<file path="src/rtl/if_fetch_req_ctrl.sv">
// ----------------------------------------------------------------------------
// if_fetch_req_ctrl
// Instruction-fetch request sequencer between the IF stage and an SRAM-like
// inst_ram port with split address/data handshakes.
//  - Issues fetch requests only while outstanding + buffered < MAX_OUT, so the
//    response FIFO can never overflow (credit scheme).
//  - Keeps the PC of every in-flight request in a PC FIFO.
//  - On flush, marks all in-flight responses stale and drops them on return.
//  - Buffers returned {pc, instruction pair} until the IF/ID register accepts.
// Ports:
//  clk, rst_n                 clock, synchronous active-low reset
//  fetch_valid_i/fetch_pc_i   fetch request from IF; fetch_ready_o = accepted
//  flush_i                    exception or branch flush
//  inst_req_o/inst_addr_o     request to inst_ram; inst_addr_ok_i accepts it
//  inst_data_ok_i/inst_rdata_i returned 64-bit instruction pair
//  resp_valid_o/resp_pc_o/resp_rdata_o/resp_ready_i  buffered pair to IF/ID
//  outstanding_o              requests issued but not yet answered
//  discard_cnt_o              pending responses that will be dropped
// ----------------------------------------------------------------------------
module if_fetch_req_ctrl #(
   parameter int MAX_OUT = 2,
   parameter int CNT_W   = 2
) (
   input  logic             clk,
   input  logic             rst_n,
   input  logic             fetch_valid_i,
   input  logic [31:0]      fetch_pc_i,
   output logic             fetch_ready_o,
   input  logic             flush_i,
   output logic             inst_req_o,
   output logic [31:0]      inst_addr_o,
   input  logic             inst_addr_ok_i,
   input  logic             inst_data_ok_i,
   input  logic [63:0]      inst_rdata_i,
   output logic             resp_valid_o,
   output logic [31:0]      resp_pc_o,
   output logic [63:0]      resp_rdata_o,
   input  logic             resp_ready_i,
   output logic [CNT_W-1:0] outstanding_o,
   output logic [CNT_W-1:0] discard_cnt_o
);

   localparam int PTR_W = (MAX_OUT > 1) ? $clog2(MAX_OUT) : 1;

   // Circular pointer increment that also works for non-power-of-two depths.
   function automatic logic [PTR_W-1:0] ptr_inc(input logic [PTR_W-1:0] p);
      if (p == PTR_W'(MAX_OUT - 1)) begin
         ptr_inc = {PTR_W{1'b0}};
      end else begin
         ptr_inc = p + PTR_W'(1'b1);
      end
   endfunction

   logic [CNT_W-1:0] out_cnt_r, disc_cnt_r, resp_cnt_r;
   logic [CNT_W-1:0] out_nxt_s, disc_nxt_s, resp_nxt_s;
   logic [31:0]      pc_fifo_r  [MAX_OUT];
   logic [PTR_W-1:0] pc_wr_ptr_r, pc_rd_ptr_r;
   logic [31:0]      rsp_pc_r   [MAX_OUT];
   logic [63:0]      rsp_data_r [MAX_OUT];
   logic [PTR_W-1:0] rsp_wr_ptr_r, rsp_rd_ptr_r;

   logic credit_ok_s, inst_req_s, accept_s, ret_s, drop_s, push_rsp_s, pop_rsp_s;

   // Handshake decode and next-state computation for all counters.
   always_comb begin
      credit_ok_s = ({1'b0, out_cnt_r} + {1'b0, resp_cnt_r}) < (CNT_W + 1)'(MAX_OUT);
      inst_req_s  = fetch_valid_i & ~flush_i & credit_ok_s;
      accept_s    = inst_req_s & inst_addr_ok_i;
      // A return with nothing outstanding is a protocol violation: ignore it.
      ret_s       = inst_data_ok_i & (out_cnt_r != {CNT_W{1'b0}});
      drop_s      = ret_s & ((disc_cnt_r != {CNT_W{1'b0}}) | flush_i);
      push_rsp_s  = ret_s & ~drop_s;
      pop_rsp_s   = (resp_cnt_r != {CNT_W{1'b0}}) & resp_ready_i & ~flush_i;

      out_nxt_s   = out_cnt_r + CNT_W'(accept_s) - CNT_W'(ret_s);

      // Flush re-marks every response still in flight after this cycle as stale.
      if (flush_i) begin
         disc_nxt_s = out_nxt_s;
      end else if (ret_s && (disc_cnt_r != {CNT_W{1'b0}})) begin
         disc_nxt_s = disc_cnt_r - CNT_W'(1'b1);
      end else begin
         disc_nxt_s = disc_cnt_r;
      end

      if (flush_i) begin
         resp_nxt_s = {CNT_W{1'b0}};
      end else if (push_rsp_s && !pop_rsp_s) begin
         resp_nxt_s = resp_cnt_r + CNT_W'(1'b1);
      end else if (pop_rsp_s && !push_rsp_s) begin
         resp_nxt_s = resp_cnt_r - CNT_W'(1'b1);
      end else begin
         resp_nxt_s = resp_cnt_r;
      end
   end

   // Counters, PC FIFO and response FIFO state.
   always_ff @(posedge clk) begin
      if (!rst_n) begin
         out_cnt_r    <= {CNT_W{1'b0}};
         disc_cnt_r   <= {CNT_W{1'b0}};
         resp_cnt_r   <= {CNT_W{1'b0}};
         pc_wr_ptr_r  <= {PTR_W{1'b0}};
         pc_rd_ptr_r  <= {PTR_W{1'b0}};
         rsp_wr_ptr_r <= {PTR_W{1'b0}};
         rsp_rd_ptr_r <= {PTR_W{1'b0}};
         for (int i = 0; i < MAX_OUT; i++) begin
            pc_fifo_r[i]  <= 32'h0000_0000;
            rsp_pc_r[i]   <= 32'h0000_0000;
            rsp_data_r[i] <= 64'h0;
         end
      end else begin
         out_cnt_r  <= out_nxt_s;
         disc_cnt_r <= disc_nxt_s;
         resp_cnt_r <= resp_nxt_s;

         // PC FIFO is never cleared by flush so pops stay aligned with returns.
         if (accept_s) begin
            pc_fifo_r[pc_wr_ptr_r] <= fetch_pc_i;
            pc_wr_ptr_r            <= ptr_inc(pc_wr_ptr_r);
         end
         if (ret_s) begin
            pc_rd_ptr_r <= ptr_inc(pc_rd_ptr_r);
         end

         if (push_rsp_s) begin
            rsp_pc_r[rsp_wr_ptr_r]   <= pc_fifo_r[pc_rd_ptr_r];
            rsp_data_r[rsp_wr_ptr_r] <= inst_rdata_i;
         end
         if (flush_i) begin
            rsp_wr_ptr_r <= {PTR_W{1'b0}};
            rsp_rd_ptr_r <= {PTR_W{1'b0}};
         end else begin
            if (push_rsp_s) begin
               rsp_wr_ptr_r <= ptr_inc(rsp_wr_ptr_r);
            end
            if (pop_rsp_s) begin
               rsp_rd_ptr_r <= ptr_inc(rsp_rd_ptr_r);
            end
         end
      end
   end

   assign inst_req_o    = inst_req_s;
   assign inst_addr_o   = fetch_pc_i;
   assign fetch_ready_o = accept_s;
   assign resp_valid_o  = (resp_cnt_r != {CNT_W{1'b0}});
   assign resp_pc_o     = rsp_pc_r[rsp_rd_ptr_r];
   assign resp_rdata_o  = rsp_data_r[rsp_rd_ptr_r];
   assign outstanding_o = out_cnt_r;
   assign discard_cnt_o = disc_cnt_r;

endmodule

</file>
<file path="config.mk">
export PLATFORM = sky130hd
export DESIGN_NAME = if_fetch_req_ctrl
export DESIGN_NICKNAME = d
export VERILOG_FILES = /design/src/rtl/if_fetch_req_ctrl.sv
export SDC_FILE = /design/constraint.sdc
export NUM_CORES = 1
export LEC_CHECK = 0
export BUFFER_PORTS_ARGS = -buffer_cell sky130_fd_sc_hd__buf_2
export CAP_MARGIN = 25
export CORE_AREA = 2 2 181 139
export DETAILED_ROUTE_END_ITERATION = 10
export DIE_AREA = 0 0 183 141
export GPL_TIMING_DRIVEN = 1
export PLACE_DENSITY = 0.76
export SYNTH_ARGS = -nofsm -noshare
export SYNTH_HDL_FRONTEND = slang
export SYNTH_SLANG_ARGS = --single-unit
</file>
<file path="constraint.sdc">
create_clock -name clk -period 9.6 [get_ports clk]
set_input_delay 0.96 -clock clk [delete_from_list [all_inputs] [get_ports clk]]
set_output_delay 0.96 -clock clk [all_outputs]
set_load 0.02 [all_outputs]
</file>
==> flow_summary.toml <==
[grt]
grt_first_pass_wirelength_mm = 38.1
grt_antenna_before_repair = 0
grt.total_usage = 0.186
grt_overflow_total = 0
grt_pass1_vias = 7217
grt_max_degree = 148

[route]
drc = 0
vias = 7392
wirelength_mm = 24.9
firstDrtPassIters = 5
avgViaCountPerCell = 5.29
ant_nets = 0
drtIter0Drc = 574
detail_route.wl_per_cell_um = 17.8

[finish]
regArea_mm2 = 0.00793
fin_nets = 1174
final_util = 0.572
multi_input_area_mm2 = 0.00339
layout-drive-gt1-share = 0.394
fillers = 1982
antennaDiodeCount = 0
syn_to_final_growth_pct = 17.4

[logic_synthesis]
synth_top_cells_by_count = "edfxtp_1, nor2_1, and3_1"
yosys.area.top_type_share = 0.650
synth_area_leaders = "edfxtp_1, mux2_2, and3_1"
synthesis.area_mm2 = 0.0118
ys_warn_count = 0
synth-seq-cells = 268
yosysSeqAreaShare = 0.670
syn_avg_cell_area_um2 = 13.4
synth_flop_cell = "edfxtp_1"
yosysTopAreaCell = "edfxtp_1"
synthCells = 881
syn_nets = 988
yosysMostFrequentCell = "edfxtp_1"
synth_cell_type_count = 34
synth_edf_count = 256
async_flop_share = 0

[floorplan]
core_area_mm2 = 0.0243
core.rowCount = 50
die_w_um = 183
die-area_mm2 = 0.0258
die_h_um = 141
io-pin-count = 238
start_util = 0.488

[sta]
setup_violations = 0
finalMaxSlewViolations = 0
max_freq_mhz = 278
hold_violations = 0
period_share = 0.374
layout_min_cycle_time_ns = 3.59
rsz0062_at_grt = "no"
fin_worst_skew_ns = 0.0107
slew_headroom = 0.459
setup_tns_ns = 0
tightest_slew_ns = 0.811

[clocking]
cts_buffers = 27
clock_latency_ns = 0.52
root_buffer = "clkbuf_16"
cts_tree = "yes"
clock-sinks = 268
post-cts-setup-buffer-count = 0
clk_path_buf_depth = 3
h-tree-depth = 1
cts_resized = 0
clk_pin_slew_worst_paths_ns = 0.06
hold_buffers = 0

[run_status]
status = "finished clean"

[setup_path]
worstPathArrival_ns = 2.63
critical_path_class = "register to primary output"
cp_slowest_cell = "dfxtp_4"
worstPathRequired_ns = 8.64
start_kind = "register"
max_stage_delay_ns = 0.76
cp-end-kind = "primary output"
worstPathCellList = "buf_4 -> mux2_2 -> buf_2"
cp_max_fo = 53

[pwr]
leakagePower_nw = 5.94
swShare = 0.265
p_int_w = 0.00213
power.density_mw_per_mm2 = 208
p_switching_w = 0.000766
vdd_drop_max_mv = 0.136
comb_power_share = 0.174
p_clk_frac = 0.341
seqPwrFrac = 0.486

[placed_design]
dp_hpwl_mm = 15.3
gp_congestion = 0.752
io_buffers = 237

[hold_path]
hp-class = "register to register"

[flow_run]
cap_violations = 0
cell families (layout without fill, tap and decap cells):
logic type | count (synthesis) | in the layout | share of synthesized area
buffers and inverters | 105 | 309 | 0.0470
AND/OR/NAND/NOR | 356 | 356 | 0.145
flip-flops | 268 | 268 | 0.670
XOR/XNOR | 5 | 5 | 0.00370
AO/OA/AOI/OAI | 15 | 15 | 0.00761
adder cells (fa/ha/maj) | 4 | 4 | 0.00486
multiplexers | 128 | 128 | 0.122
area by class of cell:
class / instances / area share
clock buffer: 34 / 0.0505
clock inverter: 13 / 0.00793
inverter: 8 / 0.00216
multi-input combinational: 508 / 0.244
sequential: 268 / 0.571
tap: 312 / 0.0281
timing repair buffer: 254 / 0.0960
cells in the final DEF (no fill, tap or decap), types with 2 or more instances in the layout:
cell and n:
a21oi_1 2, and2_1 3, and3_1 129, buf_2 237, buf_4 16, bufinv_16 2
clkbuf_1 7, clkbuf_16 27, clkinv_1 4, clkinv_2 7, dfxtp_1 11, edfxtp_1 256
ha_1 3, inv_1 8, mux2_2 128, nand2_1 73, nand3_1 5, nor2_1 133
nor2b_1 2, o21ai_0 7, or3_1 3, xor2_1 4
path summary, 6_finish.rpt:
path | start | end | slack [ns] | cells past startpoint
setup reg to reg | resp_cnt_r[0] | pc_fifo_r[0][28] | 6.19 | 7
hold / removal | pc_wr_ptr_r | pc_wr_ptr_r | 0.51 | 2
setup / recovery | register | resp_rdata_o[22] | 6.01 | 3
hold reg to reg | pc_wr_ptr_r | pc_wr_ptr_r | 0.51 | 2
state kept, by name (all words and copies together), names as in the netlist, 2 cells and up, named ones only:
| name | cells |
|---|---|
| resp_cnt_r | 2 |
| rsp_pc_r | 64 |
| rsp_data_r | 128 |
| outstanding_o | 2 |
| pc_fifo_r | 64 |
| discard_cnt_o | 2 |
critical path, delay by kind of cell (launching register included):
| kind | cells | cell delay, ns |
|---|---|---|
| buffers and inverters | 2 | 0.87 |
| DFF | 1 | 0.76 |
| muxes | 1 | 0.42 |
stage by stage:
step	hold slack [ns]	total power [W]	setup WS [ns]	instances	instance area (µm²)
after global placement	0.487	0.00191	5.74	1349	13100
final	0.505	0.00289	6.01	1397	13900
after CTS	0.511	0.00291	5.96	1396	13900
after detailed placement	0.502	0.00192	5.68	1349	13100
after floorplan	0.466	0.00178	0.527	881	11800
after global routing	0.545	0.00301	5.88	1397	13900
per-layer routing:
metal	global-route usage	wire length [µm]	up-vias
li1	-	-	3497
met3	0.0364	2070	31
met1	0.267	11100	3585
met5	0	0	-
met4	0.0379	386	0
met2	0.297	11400	279
power by group through the flow:
| stage | clock network, W | logic (W) | registers [W] |
|---|---|---|---|
| 6_report | 0.000986 | 0.000502 | 0.00140 |
| 5_1_grt | 0.00105 | 0.000542 | 0.00141 |
| 4_1_cts | 0.00101 | 0.000497 | 0.00140 |
| 3_5_place_dp | 0 | 0.000494 | 0.00143 |
| 3_3_place_gp | 0 | 0.000490 | 0.00142 |
| 2_1_floorplan | 0 | 0.000346 | 0.00144 |
No activity file was read; power rests on OpenSTA's default activity.
